$ cat src/rtl/key_event_pkg.sv
// Shared types for the key event scheduler: per-key FSM states and the queued event record.
// Latency: none (types and helpers only).
// Backpressure: n/a. Optional field: KEY_RELEASE_EVENT_EN adds the release flag to key_event_t.
package key_event_pkg;

  // Widest key index an event can carry (supports up to 256 keys).
  localparam int unsigned KEY_IDX_W = 8;

  typedef enum logic [1:0] {
    IDLE   = 2'd0,
    DELAY  = 2'd1,
    REPEAT = 2'd2,
    HELD   = 2'd3
  } key_state_t;

  typedef struct packed {
    logic [KEY_IDX_W-1:0] key;
    logic                 rpt;
`ifdef KEY_RELEASE_EVENT_EN
    logic                 rel;
`endif
  } key_event_t;

  function automatic int max_i(input int a, input int b);
    return (a > b) ? a : b;
  endfunction

endpackage

$ cat src/rtl/key_event_fifo.sv
// First-word-fall-through event queue; state changes on the falling clock edge.
// Latency: a push at edge N is visible at the head right after edge N.
// Backpressure: pop on pop_i when non-empty; push into a full queue without a pop is dropped and flagged.
module key_event_fifo
  import key_event_pkg::*;
#(
  parameter int DEPTH = 4
) (
  input  logic       clk_i,
  input  logic       rst_i,
  input  logic       push_i,
  input  key_event_t data_i,
  input  logic       pop_i,
  output logic       valid_o,
  output key_event_t data_o,
  output logic       overflow_o
);

  localparam int AW = $clog2(DEPTH);
  localparam int CW = AW + 1;

  key_event_t    mem_q [DEPTH];
  logic [AW-1:0] rd_q, rd_d, wr_q, wr_d;
  logic [CW-1:0] cnt_q, cnt_d;
  logic          ovf_q, ovf_d;
  logic          full, empty, do_push, do_pop;

  // Decide pop/push/drop; a pop frees the slot a same-cycle push needs when full.
  always_comb begin
    empty   = (cnt_q == '0);
    full    = (cnt_q == CW'(DEPTH));
    do_pop  = pop_i & ~empty;
    do_push = push_i & (~full | do_pop);
    ovf_d   = push_i & ~do_push;
    rd_d    = do_pop  ? rd_q + AW'(1) : rd_q;
    wr_d    = do_push ? wr_q + AW'(1) : wr_q;
    cnt_d   = cnt_q;
    case ({do_push, do_pop})
      2'b10:   cnt_d = cnt_q + CW'(1);
      2'b01:   cnt_d = cnt_q - CW'(1);
      default: cnt_d = cnt_q;
    endcase
  end

  // Pointer, occupancy and storage update; storage is cleared so the head reads zero after reset.
  always_ff @(negedge clk_i) begin
    if (rst_i) begin
      rd_q  <= '0;
      wr_q  <= '0;
      cnt_q <= '0;
      ovf_q <= 1'b0;
      for (int k = 0; k < DEPTH; k++) mem_q[k] <= '0;
    end else begin
      rd_q  <= rd_d;
      wr_q  <= wr_d;
      cnt_q <= cnt_d;
      ovf_q <= ovf_d;
      if (do_push) mem_q[wr_q] <= data_i;
    end
  end

  assign valid_o    = ~empty;
  assign data_o     = mem_q[rd_q];
  assign overflow_o = ovf_q;

endmodule

$ cat src/rtl/key_event_scheduler.sv
// Scans NUM_KEYS debounced keys one per cycle, emitting press/auto-repeat events into a FWFT queue.
// Latency: an event pushed at falling edge N is at the queue head right after edge N.
// Backpressure: o_Valid/i_Ready handshake; events arriving at a full queue are dropped with o_Overflow.
// Optional: KEY_RELEASE_EVENT_EN adds o_Release and pushes an event when a held key is let go.
module key_event_scheduler
  import key_event_pkg::*;
#(
  parameter int NUM_KEYS      = 8,
  parameter int REPEAT_DELAY  = 50,
  parameter int REPEAT_PERIOD = 10,
  parameter int FIFO_DEPTH    = 4
) (
  input  logic                        i_Clk,
  input  logic                        i_Rst,
  input  logic [NUM_KEYS-1:0]         i_Keys,
  output logic                        o_Valid,
  input  logic                        i_Ready,
  output logic [$clog2(NUM_KEYS)-1:0] o_Key,
  output logic                        o_Repeat,
  output logic                        o_Overflow
`ifdef KEY_RELEASE_EVENT_EN
  ,
  output logic                        o_Release
`endif
);

  localparam int KW = $clog2(NUM_KEYS);
  localparam int CW = $clog2(max_i(REPEAT_DELAY, REPEAT_PERIOD) + 1);
  localparam logic [CW-1:0] DELAY_LAST  = CW'((REPEAT_DELAY > 0) ? REPEAT_DELAY - 1 : 0);
  localparam logic [CW-1:0] PERIOD_LAST = CW'(REPEAT_PERIOD - 1);
  localparam logic [KW-1:0] PTR_LAST    = KW'(NUM_KEYS - 1);

  logic [KW-1:0]       ptr_q, ptr_d;
  key_state_t          st_q  [NUM_KEYS];
  logic [CW-1:0]       cnt_q [NUM_KEYS];
  logic [NUM_KEYS-1:0] prev_q;

  key_state_t    cur_st, st_d;
  logic [CW-1:0] cur_cnt, cnt_d;
  logic          lvl, fell, push, push_rpt, pop;
  key_event_t    push_ev, head_ev;

  // Next state for the scanned key only; outside IDLE the previous level is always 1,
  // so a falling level is the release condition.
  always_comb begin
    lvl      = i_Keys[ptr_q];
    cur_st   = st_q[ptr_q];
    cur_cnt  = cnt_q[ptr_q];
    fell     = prev_q[ptr_q] & ~lvl;
    ptr_d    = (ptr_q == PTR_LAST) ? '0 : ptr_q + KW'(1);
    st_d     = cur_st;
    cnt_d    = cur_cnt;
    push     = 1'b0;
    push_rpt = 1'b0;
    case (cur_st)
      IDLE: begin
        if (lvl) begin
          push  = 1'b1;
          cnt_d = '0;
          st_d  = (REPEAT_DELAY == 0) ? HELD : DELAY;
        end
      end
      DELAY: begin
        if (fell) begin
          st_d = IDLE;
        end else if (cur_cnt == DELAY_LAST) begin
          push     = 1'b1;
          push_rpt = 1'b1;
          cnt_d    = '0;
          st_d     = REPEAT;
        end else begin
          cnt_d = cur_cnt + CW'(1);
        end
      end
      REPEAT: begin
        if (fell) begin
          st_d = IDLE;
        end else if (cur_cnt == PERIOD_LAST) begin
          push     = 1'b1;
          push_rpt = 1'b1;
          cnt_d    = '0;
        end else begin
          cnt_d = cur_cnt + CW'(1);
        end
      end
      HELD: begin
        if (fell) st_d = IDLE;
      end
      default: st_d = IDLE;
    endcase
    push_ev     = '0;
    push_ev.key = KEY_IDX_W'(ptr_q);
    push_ev.rpt = push_rpt;
`ifdef KEY_RELEASE_EVENT_EN
    if (fell && (cur_st != IDLE)) begin
      push        = 1'b1;
      push_ev.rel = 1'b1;
    end
`endif
    pop = o_Valid & i_Ready;
  end

  // Scan pointer and the scanned key's state, counter and last level.
  always_ff @(negedge i_Clk) begin
    if (i_Rst) begin
      ptr_q  <= '0;
      prev_q <= '0;
      for (int k = 0; k < NUM_KEYS; k++) begin
        st_q[k]  <= IDLE;
        cnt_q[k] <= '0;
      end
    end else begin
      ptr_q          <= ptr_d;
      st_q[ptr_q]    <= st_d;
      cnt_q[ptr_q]   <= cnt_d;
      prev_q[ptr_q]  <= lvl;
    end
  end

  key_event_fifo #(
    .DEPTH(FIFO_DEPTH)
  ) u_fifo (
    .clk_i     (i_Clk),
    .rst_i     (i_Rst),
    .push_i    (push),
    .data_i    (push_ev),
    .pop_i     (pop),
    .valid_o   (o_Valid),
    .data_o    (head_ev),
    .overflow_o(o_Overflow)
  );

  assign o_Key    = KW'(head_ev.key);
  assign o_Repeat = head_ev.rpt;
`ifdef KEY_RELEASE_EVENT_EN
  assign o_Release = head_ev.rel;
`endif

endmodule

$ cat config.mk
export PLATFORM = sky130hd
export DESIGN_NAME = key_event_scheduler
export DESIGN_NICKNAME = d
export VERILOG_FILES = /design/src/rtl/key_event_pkg.sv /design/src/rtl/key_event_fifo.sv /design/src/rtl/key_event_scheduler.sv
export SDC_FILE = /design/constraint.sdc
export NUM_CORES = 1
export LEC_CHECK = 0
export BUFFER_PORTS_ARGS = -buffer_cell sky130_fd_sc_hd__buf_2
export CORE_UTILIZATION = 35
export DETAILED_ROUTE_END_ITERATION = 10
export HOLD_SLACK_MARGIN = 0.06
export SLEW_MARGIN = 25
export SYNTH_ARGS = -nofsm -noshare
export SYNTH_HDL_FRONTEND = slang
export SYNTH_SLANG_ARGS = --single-unit
$ cat constraint.sdc
create_clock -name i_Clk -period 3.69 [get_ports i_Clk]
set_input_delay 0.1845 -clock i_Clk [delete_from_list [all_inputs] [get_ports i_Clk]]
set_output_delay 0.1845 -clock i_Clk [all_outputs]
set_load 0.005 [all_outputs]
==> results.yml <==
global_route:
  antenna_found_initial: 0
  grtUsageMet2_pct: 31.5
  grt.met1_usage_pct: 22.4
  track_usage_pct: 19.8
  top_usage_layer: "met2"
  overflow: 0
  grtUsageMet3_pct: 7.72
  grt_max_degree: 20
  grt_pass1_vias: 4365
  grt_pass1_wl_um: 21600
setup_path:
  crit_arrival_ps: 2260
  crit_fanout: 2
  slowest_stage: "fa_2"
  start_kind: "input pin"
  cpPeakStageDelay_ps: 340
  cp_top_family: "compound AO/OA/AOI/OAI gates"
  cp_num_buf_inv: 1
  end_kind: "flip-flop"
  crit_required_ps: 2140
  worstSetupPathType: "input pin to flip-flop"
  r2r_slack_ps: 100
  crit_chain: "buf_2 > a21boi_0 > a211oi_2 > a221oi_2 > nor2b_4 > a211o_4 > a21o_1 > nand2_2 > fa_2 > a32oi_1 > mux2_1"
run_status:
  violations: "setup timing"
  outcome: "complete, but fails checks"
layout:
  finalInstanceArea_um2: 6760
  fillers: 1280
  final_core_util_pct: 48.3
  drive_above_1_share_pct: 27.3
  antenna_cells: 0
  area_growth_pct: 34.2
  layout.nets: 637
hold_path:
  hp-class: "flip-flop to flip-flop"
drt:
  antenna_left: 0
  drtPass1Iterations: 5
  avgViaCountPerCell: 5.23
  vias: 4192
  drc: 0
  first_iter_violations: 447
  drt-total-wl_um: 14000
  post_drt_wl_per_cell_um: 17.5
timing:
  slew_viol_final: 0
  hold_slack_ps: 473
  rsz0062_at_grt: "true"
  fin_ws_ps: -118
  worst_pin_slew_ps: 490
  hold_viol_final: 0
  slew_headroom_pct: 67.3
  finClkSkew_ps: 32.1
  tns_ps: -118
  finalSetupViolCount: 1
yosys:
  ys_seq_area_share_pct: 56.0
  synth-compound-area-share_pct: 12.6
  synth-simple-area-share_pct: 16.6
  synth_flop_cell: "edfxtp_1"
  synthXorXnorAreaFrac_pct: 0.869
  ys_ff_latch: 101
  synth_area_um2: 5040
  synthMuxAreaShare_pct: 8.84
  yosysWarnings: 0
  yosys.area_share.adder_pct: 2.38
  syn_avg_cell_area_um2: 11.6
  syn-instance-count: 433
  synth_cell_type_count: 64
  syn-num-nets: 453
  synth_top_family_by_area: "simple AND/OR/NAND/NOR gates"
  async_flop_share_pct: 0
  synth_edf_count: 80
clocking:
  cts_buffers: 9
  path_clk_slew_ps: 30
  cts-htree-levels: 3
  clk_path_buf_depth: 2
  clk_latency_ps: 430
  cts_tree: "done"
  cts_root_buffer: "clkbuf_16"
  hold_buffers: 0
  numClockSinks: 101
die:
  die_area_um2: 14900
  row_count: 43
  ioPinCount: 17
  start_util_pct: 36.0
  core_um2: 14000
  dieWidth_um: 122
  fp.dieH_um: 122
flow_run:
  drv_cap: 0
place:
  placed_area_um2: 5930
  gp_congestion: 0.832
  place.port_buffers: 16
  hpwlAfterDp_um: 9630
pwr:
  p_leak_nw: 2.95
  max-vdd-ir-drop_mv: 0.277
  p_per_area_nw_per_um2: 579
-- per-layer routing --
metal  part of all wire [%]  wire [µm]
met4                    2.5        355
met1                     41       5750
met2                     50       6940
met3                    7.0        975
met5                      0          0
-- timing repair --
| action | 4_1_cts | 5_1_grt |
|---|---|---|
| buffers inserted | 0 | 2 |
| pin swaps | 3 | 8 |
| gates resized for setup | 9 | 25 |
| setup endpoints to repair | 51 | 53 |
-- tightest hold or removal path, delay by kind of cell, from the launching register on --
kind | cells | cell delay (ps)
simple gates | 1 | 60
flops | 1 | 300
compound gates | 1 | 60
-- where the power goes --
| part | switching, mW | internal, mW | total [mW] |
|---|---|---|---|
| clock network | 0.758 | 0.624 | 1.38 |
| logic | 0.602 | 0.508 | 1.11 |
| registers | 0.0753 | 1.35 | 1.43 |
| total | 1.44 | 2.48 | 3.92 |
-- state kept, by name, indices dropped and copies added, names as in the netlist, named ones only --
register and cells:
cnt_q 48, prev_q 8, ptr_q 3, st_q 16
u_fifo.cnt_q 3, u_fifo.mem_q 16, u_fifo.overflow_o 1, u_fifo.rd_q 2
u_fifo.wr_q 2
-- cell type report --
class / count / area, µm² / area share (%)
repair buffers: 91 / 684 / 10.1
inverters: 15 / 56.3 / 0.833
multi-input cells: 298 / 2290 / 33.9
flip-flops and latches: 101 / 2830 / 41.8
well taps: 180 / 225 / 3.33
clock buffers: 9 / 225 / 3.33
clock inverters: 108 / 452 / 6.68
-- synth_stat cells, types with 4 or more instances --
library cell / number / area, µm²
o21ai_0: 4 / 20.0
nand2b_1: 6 / 37.5
a221o_1: 4 / 40.0
mux2i_1: 10 / 100
clkbuf_1: 12 / 45.0
nor3_1: 6 / 30.0
mux4_2: 8 / 180
and2_1: 5 / 31.3
buf_2: 4 / 20.0
a221oi_1: 9 / 78.8
nand3_1: 4 / 20.0
dfxtp_1: 21 / 420
a31o_2: 4 / 35.0
nand2_1: 20 / 75.1
ha_1: 8 / 100
mux2_2: 7 / 78.8
edfxtp_1: 80 / 2400
nor2b_1: 8 / 50.1
a21oi_1: 14 / 70.1
and3_1: 8 / 50.1
a21o_1: 5 / 37.5
or2_2: 5 / 31.3
inv_1: 15 / 56.3
xnor2_1: 4 / 35.0
nor2_1: 103 / 387
-- logic make-up after synthesis --
| family | count (synthesis) |
|---|---|
| compound gates | 74 |
| simple gates | 180 |
| flops | 101 |
| fa+ha+maj | 9 |
| xor+xnor | 5 |
| buf+inv | 34 |
| mux | 30 |
-- metrics by stage --
step | total power, mW | std cells | setup WS (ps)
after floorplan | 2.20 | 433 | -626
after detailed placement | 2.64 | 684 | -613
after global placement | 2.61 | 684 | -534
after CTS | 3.90 | 800 | -146
final | 3.92 | 802 | -118
after global routing | 4.19 | 802 | -241
-- path summary, 6_finish.rpt --
| kind | startpoint | to | depth (start not counted) |
|---|---|---|---|
| setup / recovery | i_Keys[5] | u_fifo.cnt_q[2] | 11 |
| hold / removal | prev_q[7] | prev_q[7] | 2 |
| setup reg to reg | ptr_q[1] | u_fifo.cnt_q[2] | 14 |
| hold reg to reg | prev_q[7] | prev_q[7] | 2 |
-- layout by cell type (no fill, tap or decap), drive strengths merged, types with 4 or more instances in the layout --
| cell type | instances |
|---|---|
| xnor2 | 4 |
| mux2 | 10 |
| a211oi | 4 |
| a221o | 4 |
| mux4 | 10 |
| mux2i | 10 |
| buf | 91 |
| nand3 | 4 |
| a21o | 5 |
| inv | 119 |
| and2 | 5 |
| nand2b | 7 |
| and3 | 8 |
| a31o | 4 |
| clkbuf | 9 |
| ha | 8 |
| nand2 | 20 |
| a221oi | 10 |
| a22oi | 4 |
| nor2 | 103 |
| o21ai | 5 |
| edfxtp | 80 |
| or2 | 5 |
| a21oi | 14 |
| nor2b | 8 |
| dfxtp | 21 |
| nor3 | 6 |
Note: power is estimated with default switching activity, not from simulation.
